===== src/rtl/mem_bus_stage.sv =====
// mem_bus_stage: memory-access pipeline stage bridging EX results to a single-outstanding data bus and the write-back stage.
// Optional feature: define MB_MISALIGN_TRAP_EN to trap misaligned half/word accesses instead of issuing them.
module mem_bus_stage (
    input  logic        clk,
    input  logic        rst,
    input  logic        pipe_flush,
    input  logic [31:0] ex_mb__alu_y,
    input  logic [31:0] ex_mb__rs2_rdata,
    input  logic [4:0]  ex_mb__rd_addr,
    input  logic        ex_mb__rd_wen,
    input  logic [1:0]  ex_mb__mem_op,
    input  logic [2:0]  ex_mb__mem_width,
    output logic        bus_req,
    output logic        bus_we,
    output logic [31:0] bus_addr,
    output logic [31:0] bus_wdata,
    output logic [3:0]  bus_wstrb,
    input  logic        bus_ack,
    input  logic [31:0] bus_rdata,
    output logic        mb_stall,
    output logic [31:0] mb_wb__rd_wdata,
    output logic [4:0]  mb_wb__rd_addr,
    output logic        mb_wb__rd_wen,
    output logic        mb_misalign
);
    typedef enum logic {IDLE, BUS} state_t;
    state_t      state_q, state_d;
    logic        req_q, req_d, we_q, we_d, flush_q, flush_d, wen_q, wen_d;
    logic [31:0] addr_q, addr_d, wdata_q, wdata_d, wb_q, wb_d;
    logic [3:0]  strb_q, strb_d;
    logic [4:0]  rd_q, rd_d;
    logic [1:0]  a;
    logic [2:0]  w;
    logic        is_mem, is_st, mis, mis_d;
    logic [31:0] sh, ld_data;
    logic [15:0] half;
    logic [7:0]  byt;
    assign a      = ex_mb__alu_y[1:0];
    assign w      = ex_mb__mem_width;
    assign is_st  = ex_mb__mem_op == 2'b10;
    assign is_mem = is_st || ex_mb__mem_op == 2'b01;
`ifdef MB_MISALIGN_TRAP_EN
    assign mis = w[1] ? |a : (w[0] & a[0]);
`else
    assign mis = 1'b0;
`endif
    // Load lane extraction; the completing transaction is a load whenever the registered write qualifier is clear
    assign sh      = bus_rdata >> {a, 3'b000};
    assign byt     = sh[7:0];
    assign half    = a[1] ? bus_rdata[31:16] : bus_rdata[15:0];
    assign ld_data = w[1] ? bus_rdata : w[0] ? {{16{~w[2] & half[15]}}, half} : {{24{~w[2] & byt[7]}}, byt};
    // Next-state, bus request and write-back selection
    always_comb begin
        state_d  = state_q;
        req_d    = req_q;
        we_d     = we_q;
        addr_d   = addr_q;
        wdata_d  = wdata_q;
        strb_d   = strb_q;
        flush_d  = flush_q;
        wb_d     = wb_q;
        rd_d     = rd_q;
        wen_d    = 1'b0;
        mis_d    = 1'b0;
        mb_stall = 1'b0;
        if (state_q == IDLE) begin
            if (is_mem && !pipe_flush && !mis) begin
                state_d  = BUS;
                mb_stall = 1'b1;
                req_d    = 1'b1;
                we_d     = is_st;
                addr_d   = {ex_mb__alu_y[31:2], 2'b00};
                wdata_d  = w[1] ? ex_mb__rs2_rdata : w[0] ? {2{ex_mb__rs2_rdata[15:0]}} : {4{ex_mb__rs2_rdata[7:0]}};
                strb_d   = w[1] ? 4'b1111 : w[0] ? (a[1] ? 4'b1100 : 4'b0011) : 4'b0001 << a;
                flush_d  = 1'b0;
            end else begin
                wb_d  = ex_mb__alu_y;
                rd_d  = ex_mb__rd_addr;
                wen_d = ex_mb__rd_wen && !pipe_flush && !(is_mem && mis);
                mis_d = is_mem && !pipe_flush && mis;
            end
        end else begin
            flush_d  = flush_q | pipe_flush;
            mb_stall = !bus_ack;
            if (bus_ack) begin
                state_d = IDLE;
                req_d   = 1'b0;
                we_d    = 1'b0;
                wb_d    = we_q ? ex_mb__alu_y : ld_data;
                rd_d    = ex_mb__rd_addr;
                wen_d   = !we_q && ex_mb__rd_wen && !flush_q && !pipe_flush;
            end
        end
    end
    // State and output registers with synchronous reset
    always_ff @(posedge clk) begin
        if (rst) begin
            state_q <= IDLE;
            req_q   <= 1'b0;
            we_q    <= 1'b0;
            addr_q  <= '0;
            wdata_q <= '0;
            strb_q  <= '0;
            flush_q <= 1'b0;
            wb_q    <= '0;
            rd_q    <= '0;
            wen_q   <= 1'b0;
        end else begin
            state_q <= state_d;
            req_q   <= req_d;
            we_q    <= we_d;
            addr_q  <= addr_d;
            wdata_q <= wdata_d;
            strb_q  <= strb_d;
            flush_q <= flush_d;
            wb_q    <= wb_d;
            rd_q    <= rd_d;
            wen_q   <= wen_d;
        end
    end
`ifdef MB_MISALIGN_TRAP_EN
    logic mis_q;
    // One-cycle misalignment pulse
    always_ff @(posedge clk) begin
        if (rst) mis_q <= 1'b0;
        else mis_q <= mis_d;
    end
    assign mb_misalign = mis_q;
`else
    assign mb_misalign = 1'b0;
`endif
    assign bus_req         = req_q;
    assign bus_we          = we_q;
    assign bus_addr        = addr_q;
    assign bus_wdata       = wdata_q;
    assign bus_wstrb       = strb_q;
    assign mb_wb__rd_wdata = wb_q;
    assign mb_wb__rd_addr  = rd_q;
    assign mb_wb__rd_wen   = wen_q;
endmodule


===== config.mk =====
export PLATFORM = sky130hd
export DESIGN_NAME = mem_bus_stage
export DESIGN_NICKNAME = d
export VERILOG_FILES = /design/src/rtl/mem_bus_stage.sv
export SDC_FILE = /design/constraint.sdc
export NUM_CORES = 1
export LEC_CHECK = 0
export BUFFER_PORTS_ARGS = -buffer_cell sky130_fd_sc_hd__buf_4
export CAP_MARGIN = 10
export CORE_AREA = 5 5 107 109
export CTS_CLUSTER_DIAMETER = 80
export CTS_CLUSTER_SIZE = 24
export DETAILED_ROUTE_END_ITERATION = 16
export DIE_AREA = 0 0 112 114
export GPL_TIMING_DRIVEN = 0
export PLACE_DENSITY = 0.83
export SETUP_SLACK_MARGIN = 0.2
export SLEW_MARGIN = 20
export SYNTH_ARGS = -nofsm -noshare
export SYNTH_HDL_FRONTEND = slang
export SYNTH_SLANG_ARGS = --single-unit

===== constraint.sdc =====
create_clock -name clk -period 3.8 [get_ports clk]
set_clock_uncertainty 0.2 [all_clocks]
set_input_delay 0.19 -clock clk [delete_from_list [all_inputs] [get_ports clk]]
set_output_delay 0.19 -clock clk [all_outputs]
set_load 0.01 [all_outputs]

* After elaboration in Yosys (flattened, before gate mapping)
Index checks and enable logic that the tools add are counted.
Word-level totals: output and inout port bits 110, bits in read-only memories 0, memories kept 0, memory bits (writable) 0, logic and storage cells 64, bits in latches 0, input bits 111, bits in registers 108
Operators by class: multiplexer cells 29, bitwise gates (word level) 5, $lt $le $gt $ge 0, div/mod/pow operators 0, add/sub/neg operators 0, reduce and logical (&&, ||, !) cells 14, shift-type cells 2, multipliers 0, equality and inequality tests 4
Operators with widths (count):
- 32-bit two-way mux | 8
- 32-bit by 5-bit right shift with 8-bit output | 1
- 16-bit two-way mux | 1
- 5-bit two-way mux | 3
- 1-bit two-way mux | 14
- 4-bit two-way mux | 3
- 2-bit AND reduction | 3
- 1-bit logical AND | 5
- 1-bit logical NOT | 4
- 2-bit != test (second input constant) | 2
- 1-bit by 2-bit left shift with 4-bit output (first input constant) | 1
- 1-bit bitwise AND | 2
- 2-bit by 1-bit equality test with 1-bit output (second input constant) | 1
- 2-bit equality test (second input constant) | 1
- 1-bit NOT | 2
- 2-bit nonzero test | 1
- 1-bit logical OR | 1
- 1-bit bitwise OR | 1

* Depth between registers and ports, before layout
Gate-level depths: netlist of the first run.
word-level depth 7, mapped depth 9, mapped depth without buffers 7

* Worst setup path before layout of the first run
No wires, ideal clock.
path type input port to flip-flop, start point input ex_mb__mem_op[0], end point register wb_q[10], in the netlist mb_wb__rd_wdata[10], buffers on the path 2, cell stages on the path 9, setup time 0.087 ns, slack 1.832 ns, data required time 3.513 ns, arrival time 1.681 ns, cells stage by stage inv_1 > ha_1 > or3_1 > and2_1 > buf_6 > inv_4 > buf_4 > nand2_1 > a221oi_2
On the way: word-level cells in the longest chain between the ends 5, elaborated cells on any way between the ends 6, those cells by class eq/ne: 3; reduce/logical: 3
RTL lines:
- start: declaration | RTL line 11 | input logic [1:0] ex_mb__mem_op,
- 2-bit equality test or 2-bit by 1-bit equality test with 1-bit output (tied branches) | RTL line 40, 41
- 1-bit logical OR (*) | RTL line 41 | assign is_mem = is_st || ex_mb__mem_op == 2'b01;
- 1-bit logical AND (*)
- 2-bit != test (no source line) (*)
- 2-bit AND reduction (no source line) (*)
- end signal: assignment | RTL line 116 | wb_q <= wb_d;
- end: declaration | RTL line 29 | logic [31:0] addr_q, addr_d, wdata_q, wdata_d, wb_q, wb_d;
Mark *: on every way between the ends. The rest lies on a longest branch, timed or not. A chain may end at the register's enable or synchronous reset.

* Final worst setup path of the first run
start point register state_q, end point register wb_q[6], in the netlist mb_wb__rd_wdata[6]
On the way: word-level cells in the longest chain between the ends 2, elaborated cells on any way between the ends 4, those cells by class eq/ne: 2; mux: 1; reduce/logical: 1
RTL lines:
- start: declaration | RTL line 27 | state_t state_q, state_d;
- start signal: assignment | RTL line 109 | state_q <= state_d;
- 2-bit != test (no source line)
- 2-bit AND reduction (no source line)
Parallel ways exist; a longest one is shown, timed or not.

==> results of run 1 <==
## critical path, stage by stage, from the launching register on
cell and delay [ns]:
dfxtp_1 0.37, buf_4 0.18, nor2b_1 0.18, buf_2 0.24, clkbuf_1 0.38, o21ai_0 0.16
o31ai_1 0.20, dlygate4sd3_1 0.57
## final cells by class
cell class | count | area (µm²)
tap | 140 | 175
timing repair buffer | 289 | 2350
clock inverter | 7 | 73.8
inverter | 11 | 43.8
clock buffer | 9 | 124
fill | 732 | 2680
buffer | 59 | 278
sequential | 108 | 2160
multi-input combinational | 447 | 2620
## sequential cells by signal, indices dropped and copies added (netlist names)
register	cells
mb_wb__rd_wdata	32
mb_wb__rd_addr	5
bus_addr	30
bus_we	1
mb_wb__rd_wen	1
bus_wdata	32
bus_req	1
bus_wstrb	4
flush_q	1
state_q	1
## repair_timing
action                                 4_1_cts  5_1_grt
endpoints found under the hold margin       73        0
setup endpoints to repair                    0        0
hold buffers                                73        0
## Yosys cell counts
master / n / area share, %
o21ai_0: 22 / 2.2
o22ai_1: 2 / 0.25
and2_1: 1 / 0.12
a221oi_1: 19 / 3.3
dfxtp_1: 108 / 42
clkbuf_1: 39 / 2.9
o22a_1: 1 / 0.17
mux2i_1: 18 / 3.5
a21oi_1: 69 / 6.8
and4b_1: 1 / 0.20
nand2_1: 140 / 10
nor2b_1: 20 / 2.5
a211o_1: 9 / 1.5
a211oi_1: 16 / 2.4
buf_2: 6 / 0.59
nand3b_1: 7 / 1.0
or3_1: 1 / 0.12
a31oi_1: 2 / 0.25
a32o_1: 1 / 0.20
nor4b_1: 1 / 0.17
buf_4: 7 / 1.0
nand2b_1: 19 / 2.3
nor3_1: 1 / 0.098
buf_1: 4 / 0.29
a311oi_4: 1 / 0.52
nor3_2: 1 / 0.20
conb_1: 1 / 0.074
a22oi_1: 6 / 0.88
o41ai_1: 1 / 0.17
ha_1: 1 / 0.25
a21o_1: 2 / 0.29
buf_6: 3 / 0.66
nor2_1: 25 / 1.8
inv_1: 10 / 0.74
nor3b_1: 2 / 0.29
o211ai_1: 13 / 1.9
o31ai_1: 2 / 0.29
o221ai_1: 6 / 1.0
a21oi_2: 1 / 0.17
inv_4: 1 / 0.12
nand3_1: 18 / 1.8
nor4_2: 1 / 0.25
a221oi_2: 12 / 3.5
a2111oi_0: 2 / 0.34
## metrics by stage
| step | instance area [µm²] | utilization [%] | instances | setup WS (ns) | total power [mW] |
|---|---|---|---|---|---|
| 2_1_floorplan | 5100 | - | 625 | 1.83 | 1.65 |
| 3_3_place_gp | 6900 | 65.6 | 981 | 1.46 | 1.99 |
| 3_5_place_dp | 6900 | 65.6 | 981 | 1.41 | 2.01 |
| 6_report | 7820 | 74.5 | 1070 | 1.27 | 2.79 |
| 5_1_grt | 7820 | 74.5 | 1070 | 1.10 | 2.91 |
| 4_1_cts | 7820 | 74.5 | 1070 | 1.29 | 2.78 |
## worst max-delay path by stage
stage                                start             endpoint  slack [ns]
after global routing               state_q   mb_wb__rd_wdata[6]        1.10
final                              state_q   mb_wb__rd_wdata[6]        1.27
after CTS                          state_q   mb_wb__rd_wdata[6]        1.29
after floorplan           ex_mb__mem_op[0]  mb_wb__rd_wdata[10]        1.83
after global placement    ex_mb__mem_op[0]         bus_addr[30]        1.46
after detailed placement  ex_mb__mem_op[0]         bus_addr[17]        1.41
## cell families (layout without fill, tap and decap cells)
family / count (synthesis) / in the layout / share of synthesized area [%]
AO/OA/AOI/OAI: 187 / 187 / 26.1
AND/OR/NAND/NOR: 238 / 238 / 21.2
other: 1 / 3 / 0.0737
adder cells (fa/ha/maj): 1 / 1 / 0.246
multiplexers: 18 / 18 / 3.54
flip-flops: 108 / 108 / 42.5
buffers and inverters: 70 / 375 / 6.32
## power by group through the flow
stage          clock [mW]  sequential, mW  combinational [mW]
6_report            0.722            1.28               0.786
5_1_grt             0.777            1.29               0.845
4_1_cts             0.731            1.28               0.772
3_5_place_dp            0            1.30               0.709
3_3_place_gp            0            1.30               0.694
2_1_floorplan           0            1.33               0.314
## layer usage
| layer | track usage [%] | vias up | part of all wire [%] |
|---|---|---|---|
| li1 | - | 2801 | - |
| met3 | 10.1 | 61 | 12 |
| met2 | 53.6 | 414 | 48 |
| met1 | 37.3 | 2818 | 36 |
| met4 | 12.8 | 0 | 3.7 |
| met5 | 0 | - | 0 |
==> metrics, run 1 <==
total of max-cap violations=0; Clk pwr share=25.9%; Max Fclk=395 MHz; die width=112 µm; GRT Total Usage=31.7%; initial antenna violation count=0; Clock Tree Buf Depth=2; CTS H-tree depth=3; Mapped Area=5090 µm²; IO Pins=about 220; sequential share of power=between 40% and 50%; Ys Warns=0; r2r endpoint=mb_wb__rd_wdata[6]; PwrDens=around 360 nW/µm²; Worst Hold Path Cells=4; starting density of the core=between 40% and 50%; Seq/Total Area, Yosys=42.5%; vias in the first global route=between 6000 and 7000; Min-Delay Endpoint=bus_wdata[26]; DR WL/cell=between 15 and 20 µm; Starting DRT DRC Count=around 590; worst skew pair latency=0.37 ns; FF-to-FF Start=state_q; Fin. Hold Viols=0; height of the die=around 110 µm; RSZ-0062 raised after global routing=no; r2r worst-path depth=7; HPWL reported at the end of detailed placement=between 15000 and 20000 µm; ANT nets after route=0; Core Footprint=10500 µm²; largest net degree at the start of global routing=19; Worst Path Required=between 3 and 4 ns; Layout area overhead=53.7%; synthesized area per cell=between 8 and 9 µm²; Pint=roughly 1.9 mW; Die Area=between 10000 and 15000 µm²; Reg clk slew, reported paths=approximately 0.11 ns; CTS tree=done; Diodes inserted=0; Root Buffer=clkbuf_8; Tcrit/Tclk final=about two thirds; VDD IR max=approximately 0.19 mV; drt first pass iters=7; post_cts resized=0; via count=6094; Final Wtd Congestion=around 0.93; GR Overflow Total=0; Max Slew Vio Count=0; Worst-Margin Slew=roughly 0.77 ns; Comb power frac=28.2%; Rel. slew slack=roughly half; commonest cells after routing, fill and taps aside=223 x buf_4, 140 x nand2_1, 108 x dfxtp_1, 73 x dlygate4sd3_1, 69 x a21oi_1; CP Launch Type=register; status=finished clean; port buffer count=between 200 and 250; total CTS buffers=9; clk sinks=approximately 110; Seq cells post-synth=between 100 and 150; Sw Pwr=about 0.9 mW; final setup vio count=0; commonest non-fill, non-tap cell in the layout=buf_4; Worst Path Class, Setup=reg -> reg; CP endpoint kind=register; switch share=31.5%; Syn Inst Count=approximately 620; min-delay src=ex_mb__rs2_rdata[26]; number of setup buffers added after CTS=0; Crit Path Max Fanout=10; FF-to-FF setup slack=roughly 1.3 ns; Tmin final=approximately 2.5 ns; Layout Nets=1037; DRC=0; LEAKAGE=about 3.4 nW; final setup TNS=0 ns; first-pass GRT wire length=32400 µm; layout cells sized above 1=roughly 28%; number of vias per cell=5.70; HP Class=in -> reg; row cnt=38; WP data arrival=roughly 2.7 ns; WL final=around 21000 µm; post-synth cell types=44; Fin Hold WS=between 0.02 and 0.025 ns
No activity file was read; power rests on OpenSTA's default activity.
==> inputs of run 2 (changes only) <==
--- a/config.mk
+++ b/config.mk
@@ -7,13 +7,13 @@
 export LEC_CHECK = 0
 export BUFFER_PORTS_ARGS = -buffer_cell sky130_fd_sc_hd__buf_4
 export CAP_MARGIN = 10
-export CORE_AREA = 5 5 107 109
+export CORE_AREA = 5 5 115 117
 export CTS_CLUSTER_DIAMETER = 80
 export CTS_CLUSTER_SIZE = 24
 export DETAILED_ROUTE_END_ITERATION = 16
-export DIE_AREA = 0 0 112 114
+export DIE_AREA = 0 0 120 122
 export GPL_TIMING_DRIVEN = 0
-export PLACE_DENSITY = 0.83
+export PLACE_DENSITY = 0.76
 export SETUP_SLACK_MARGIN = 0.2
 export SLEW_MARGIN = 20
 export SYNTH_ARGS = -nofsm -noshare
==> constraint.sdc (replaced) <==
create_clock -name clk -period 2.2 [get_ports clk]
set_clock_uncertainty 0.2 [all_clocks]
set_input_delay 0.11 -clock clk [delete_from_list [all_inputs] [get_ports clk]]
set_output_delay 0.11 -clock clk [all_outputs]
set_load 0.01 [all_outputs]
==> run 2 against run 1 <==
Compared with the run above: sequential power increased by 72%; largest power group unchanged; final cell count increased by 3.5%; hold slack got worse by 0.019 ns; critical path depth decreased by 1; count of clock-buffer cells in the layout increased by 3; global-route usage decreased by 3.2 points; via count decreased by 0.72%; sequential cell count unchanged.
==> metrics, run 2 (synthesis gave the netlist of run 1 again) <==
Worst Hold Path Cells=4 (unchanged); Die Area=14600 µm² (+15%); Diodes inserted=0 (unchanged); Tcrit/Tclk final=between 80% and 90%; row cnt=41 (+7.9%); total chip power=5.30 mW (+90%); PwrDens=641 nW/µm² (+80%); Core Footprint=12300 µm² (+17%); placed cell area=6910 µm² (+0.18%); Layout Nets=1064 (+2.6%); FF-to-FF setup slack=0.30 ns (-0.97 ns); RSZ-0062 raised after global routing=yes; WP data arrival=1.66 ns (-0.99 ns); Post-Layout Inst Area=8270 µm² (+5.8%); height of the die=122 µm (+7.0%); Starting DRT DRC Count=481 (-19%); initial antenna violation count=0 (unchanged); Worst Path Class, Setup=reg -> out; Tmin final=slightly below 2 ns; Worst Path Required=1.89 ns (-2.03 ns); Crit Path Max Fanout=7 (-3); final setup vio count=0 (unchanged); DR WL/cell=19.3 µm (-0.29%); min-delay src=ex_mb__rs2_rdata[13]; DRC=0 (unchanged); FF-to-FF Start=state_q; r2r worst-path depth=7 (unchanged); first-pass GRT wire length=32600 µm (+0.55%); status=finished clean; Rel. slew slack=44.1% (-4.7 points); Final Instance Count excl. Fillers=1107 (+3.5%); vias in the first global route=6144 (-0.44%); Slowest-stage cell, CP=or3_4; starting density of the core=41.5% (-6.9 points); Post-Place Cells=991 (+1.0%); Reg clk slew, reported paths=0.07 ns (-0.04 ns); IO Pins=221 (unchanged); worst path cell trace=or3_4 > and2_1 > buf_6 > clkinv_8 > buf_8 > buf_4; LEAKAGE=3.56 nW (+6.2%); via count=6050 (-0.72%); total of max-cap violations=0 (unchanged); Max Fclk=roughly 500 MHz; CP endpoint kind=output port; Max Slew Vio Count=0 (unchanged); max incr delay on CP=0.40 ns (-0.17 ns); VDD IR max=0.358 mV (+91%); GR Overflow Total=0 (unchanged); # fillers=1012 (+38%); CP Launch Type=register; Clock Tree Buf Depth=2 (unchanged); port buffer count=216 (unchanged); Min-Delay Endpoint=bus_wdata[13]; layout cells sized above 1=29.6% (+1.1 points); CTS tree=done; r2r endpoint=mb_wb__rd_wdata[25]; CTS H-tree depth=3 (unchanged); clk sinks=108 (unchanged); Root Buffer=clkbuf_16; die width=120 µm (+7.1%); largest net degree at the start of global routing=17 (-2); total CTS buffers=9 (unchanged); Layout area overhead=62.5%; ANT nets after route=0 (unchanged); HPWL reported at the end of detailed placement=15500 µm (+2.0%); commonest cells after routing, fill and taps aside=230 x buf_4, 140 x nand2_1, 107 x dfxtp_1, 93 x dlygate4sd3_1, 69 x a21oi_1; drt first pass iters=5 (-2); HP Class=in -> reg; Fin. Hold Viols=0 (unchanged); Setup Slack @ Placement=-0.146 ns (-1.55 ns); number of vias per cell=5.47 (-4.0%); WL final=21400 µm (+3.2%); Final Wtd Congestion=0.898 (-3.8%); final worst setup slack=0.234 ns (-1.03 ns); Fin Hold WS=0.00439 ns (-0.0190 ns); worst skew pair latency=0.36 ns (about the same); commonest non-fill, non-tap cell in the layout=buf_4; GRT Total Usage=28.5% (-3.2 points); Worst-Margin Slew=0.837 ns (+0.0690 ns)
-- run 2: critical path: cells and delay by family, from the launching register on --
family        cells  cell delay (ns)
simple gates      2             0.56
buf+inv           4             0.42
flops             1             0.33
-- run 2: timing repair --
action                     in CTS  in global routing
buffers inserted                2                  5
hold buffers                   93                  0
hold endpoints to repair       96                  0
setup endpoints to repair      73                 91
gates resized for setup         9                 21
pin swaps                       0                  4
-- run 2: metal layers --
metal | vias to the layer above | share of wire, % | GRT usage, % | routed length, µm
met5 | - | 0 | 0 | 0
li1 | 2867 | - | - | -
met4 | 0 | 3.3 | 11.9 | 709
met3 | 48 | 10 | 7.47 | 2190
met2 | 325 | 47 | 48.4 | 10100
met1 | 2810 | 39 | 34.2 | 8400
-- run 2: worst max-delay path by stage --
stage / start / end / slack [ns]
6_report: state_q / mb_stall / 0.23
5_1_grt: state_q / mb_wb__rd_wdata[4] / 0.20
4_1_cts: state_q / mb_stall / 0.19
3_5_place_dp: ex_mb__mem_op[1] / bus_addr[30] / -0.15
3_3_place_gp: ex_mb__mem_op[0] / bus_addr[30] / -0.1
2_1_floorplan: ex_mb__mem_op[0] / mb_wb__rd_wdata[10] / 0.31
-- run 2: power breakdown --
part | internal (mW) | total [mW] | switching, mW
Sequential | 2.11 | 2.20 | 0.0924
Clock | 0.942 | 1.66 | 0.719
Combinational | 0.702 | 1.44 | 0.734
-- run 2: final cells by class --
| cell class | instances | area (µm²) | share of cell area (%) |
|---|---|---|---|
| Timing Repair Buffer | 316 | 2620 | 31.6 |
| Inverter | 11 | 53.8 | 0.650 |
| Multi-Input combinational cell | 447 | 2640 | 31.9 |
| Sequential cell | 108 | 2160 | 26.1 |
| Clock buffer | 12 | 256 | 3.10 |
| Clock inverter | 4 | 47.5 | 0.575 |
| Buffer | 59 | 308 | 3.72 |
| Tap cell | 150 | 188 | 2.27 |
-- run 2: stage by stage --
step           util, %  setup TNS (ns)
2_1_floorplan        -               0
3_3_place_gp      56.3           -1.71
3_5_place_dp      56.3           -2.26
4_1_cts           66.7               0
5_1_grt           67.5               0
6_report          67.5               0
==> inputs of run 3 (changes only) <==
--- a/config.mk
+++ b/config.mk
@@ -7,13 +7,13 @@
 export LEC_CHECK = 0
 export BUFFER_PORTS_ARGS = -buffer_cell sky130_fd_sc_hd__buf_4
 export CAP_MARGIN = 10
-export CORE_AREA = 5 5 115 117
-export CTS_CLUSTER_DIAMETER = 80
+export CORE_AREA = 5 5 119 121
+export CTS_CLUSTER_DIAMETER = 200
 export CTS_CLUSTER_SIZE = 24
 export DETAILED_ROUTE_END_ITERATION = 16
-export DIE_AREA = 0 0 120 122
+export DIE_AREA = 0 0 124 126
 export GPL_TIMING_DRIVEN = 0
-export PLACE_DENSITY = 0.76
+export PLACE_DENSITY = 0.71
 export SETUP_SLACK_MARGIN = 0.2
 export SLEW_MARGIN = 20
 export SYNTH_ARGS = -nofsm -noshare
==> run 3 against run 2 <==
Compared with the run above: the flow now finishes with violations (negative hold slack); register-to-register slack better by 0.04 ns; total power is 1.4% lower; hold slack worse by 0.0081 ns; sequential cell count stayed put; sequential share of layout area is 0.15 points higher; via count is 1.3% lower; cell area is 0.57% lower; count of clock-buffer cells in the layout is 1 lower.
==> metrics, run 3 (synthesis gave the netlist of run 1 again) <==
status=finished, violations left; violated checks=negative hold slack; FF-to-FF Start=state_q; Final Instance Count excl. Fillers=1127 (+1.8%); Min-Delay Endpoint=mb_wb__rd_wdata[0]; register area=2160 µm² (unchanged); Die Area=15600 µm² (+6.7%); Crit Path Max Fanout=4 (-3); VDD IR max=0.314 mV (-12%); IO Pins=221 (unchanged); drt first pass iters=5 (unchanged); Layout area overhead=61.6%; total of max-cap violations=0 (unchanged); Fin. Hold Viols=1 (+1); clk sinks=108 (unchanged); GR Overflow Total=0 (unchanged); Root Buffer=clkbuf_16; min-delay src=ex_mb__alu_y[0]; HPWL reported at the end of detailed placement=15700 µm (+1.0%); layout cells sized above 1=29.4% (-0.13 points); FF-to-FF setup slack=0.34 ns (+0.04 ns); Diodes inserted=0 (unchanged); # fillers=1109 (+9.6%); WL final=21700 µm (+1.2%); Core Footprint=13000 µm² (+5.9%); Core Util, Final=63.4% (-4.1 points); final worst setup slack=0.236 ns (+0.00174 ns); Tcrit/Tclk final=89.3% (about the same); Crit. Startpoint=bus_rdata[15]; via count=5970 (-1.3%); starting density of the core=39.2% (-2.3 points); Max Slew Vio Count=0 (unchanged); Clock Tree Buf Depth=2 (unchanged); r2r endpoint=mb_wb__rd_wdata[10]; final setup vio count=0 (unchanged); CP endpoint kind=register; HP Class=in -> reg; first-pass GRT wire length=32400 µm (-0.70%); Rel. slew slack=49.2% (+5.1 points); CTS tree=done; ANT nets after route=0 (unchanged); Reg clk slew, reported paths=0.08 ns (about the same); DR WL/cell=19.2 µm (-0.57%); worst skew pair latency=0.36 ns (about the same); port buffer count=216 (unchanged); CP Launch Type=input pin; Starting DRT DRC Count=455 (-5.4%); total CTS buffers=9 (unchanged); PwrDens=635 nW/µm² (-0.85%); Worst-Margin Slew=0.760 ns (-0.0762 ns); Tmin final=1.96 ns (-0.00174 ns); row cnt=42 (+2.4%); Fin Hold WS=-0.00369 ns (-0.00808 ns); Worst Path Class, Setup=in -> reg; WL met3=2210 µm (+1.1%); height of the die=126 µm (+3.3%); DR WL met2=10200 µm (+1.0%); number of vias per cell=5.30 (-3.1%); vias in the first global route=5952 (-3.1%); Setup Slack @ Placement=-0.120 ns (+0.0254 ns); Max Fclk=509 MHz (about the same); highest metal used=met4; commonest cells after routing, fill and taps aside=226 x buf_4, 140 x nand2_1, 107 x dfxtp_1, 91 x dlygate4sd3_1, 69 x a21oi_1; DRC=0 (unchanged); Worst Path Required=2.23 ns (+0.34 ns); initial antenna violation count=0 (unchanged); Final Wtd Congestion=0.924 (+2.9%); LEAKAGE=3.51 nW (-1.4%); largest net degree at the start of global routing=18 (+1); multi-input logic area=2640 µm² (-0.14%); WP data arrival=2.00 ns (+0.34 ns); Post-Place Cells=1017 (+2.6%); Worst Hold Path Cells=3 (-1); Layout Nets=1058 (-0.56%); Met1 Wirelength=8700 µm (+3.5%); CTS H-tree depth=3 (unchanged); GRT Total Usage=26.7% (-1.8 points); die width=124 µm (+3.3%); r2r worst-path depth=8 (+1); RSZ-0062 raised after global routing=yes; commonest non-fill, non-tap cell in the layout=buf_4
==> run 3: changes by cell type in the layout (fill, tap and decap cells not counted), sizes merged <==
cell	before	now
clkbuf	50	47
buf	244	242
clkinvlp	1	3
inv	10	11
clkinv	3	2
bufinv	1	0
dlygate4sd3	93	91
==> run 3: layer usage <==
metal	GRT usage, %	vias to the layer above
met3	7.58	37
li1	-	2843
met4	9.41	0
met1	32.8	2809
met2	44.5	281
met5	0	-
==> run 3: repair_timing <==
action                                 in CTS  in global routing
hold buffers                               91                  0
buffers inserted                            2                  1
setup endpoints to repair                  51                 77
endpoints found under the hold margin      97                  0
pin swaps                                   0                  5
gates resized for setup                     8                 25
==> run 3: power by group <==
group | total, mW | internal, mW | switching (mW)
combinational | 1.42 | 0.694 | 0.727
clock | 1.60 | 0.804 | 0.800
sequential | 2.20 | 2.11 | 0.0901
==> run 3: cell type report <==
| cell class | count | share of cell area [%] |
|---|---|---|
| clock inverter | 5 | 0.441 |
| sequential | 108 | 26.3 |
| buffer | 59 | 3.73 |
| clock buffer | 11 | 2.95 |
| tap | 176 | 2.68 |
| timing repair buffer | 310 | 31.2 |
| multi-input combinational | 447 | 32.0 |
| inverter | 11 | 0.654 |
==> run 3: critical path, cell delays in order <==
cell           delay (ns)
dlygate4sd3_1        0.56
buf_4                0.16
mux2i_1              0.32
inv_1                0.15
a2111oi_0            0.56
o41ai_1              0.14
==> run 3: metrics by stage <==
step / hold slack, ns / power [mW] / setup TNS, ns / cell area, µm²
3_5_place_dp: 0.126 / 3.48 / -1.34 / 6940
3_3_place_gp: 0.123 / 3.47 / -0.666 / 6940
2_1_floorplan: -0.0133 / 2.85 / 0 / 5100
6_report: -0.00369 / 5.23 / 0 / 8230
4_1_cts: 0.000605 / 5.19 / 0 / 8170
5_1_grt: 0.0137 / 5.42 / 0 / 8230
==> run 3: worst max path at each step <==
stage	to	slack [ns]	cells after the start
final	mb_wb__rd_wdata[15]	0.24	6
after global routing	mb_wb__rd_wdata[5]	0.18	6
after CTS	mb_stall	0.20	6
after detailed placement	bus_wdata[9]	-0.12	7
after global placement	bus_addr[30]	-0.07	7
after floorplan	mb_wb__rd_wdata[10]	0.31	9
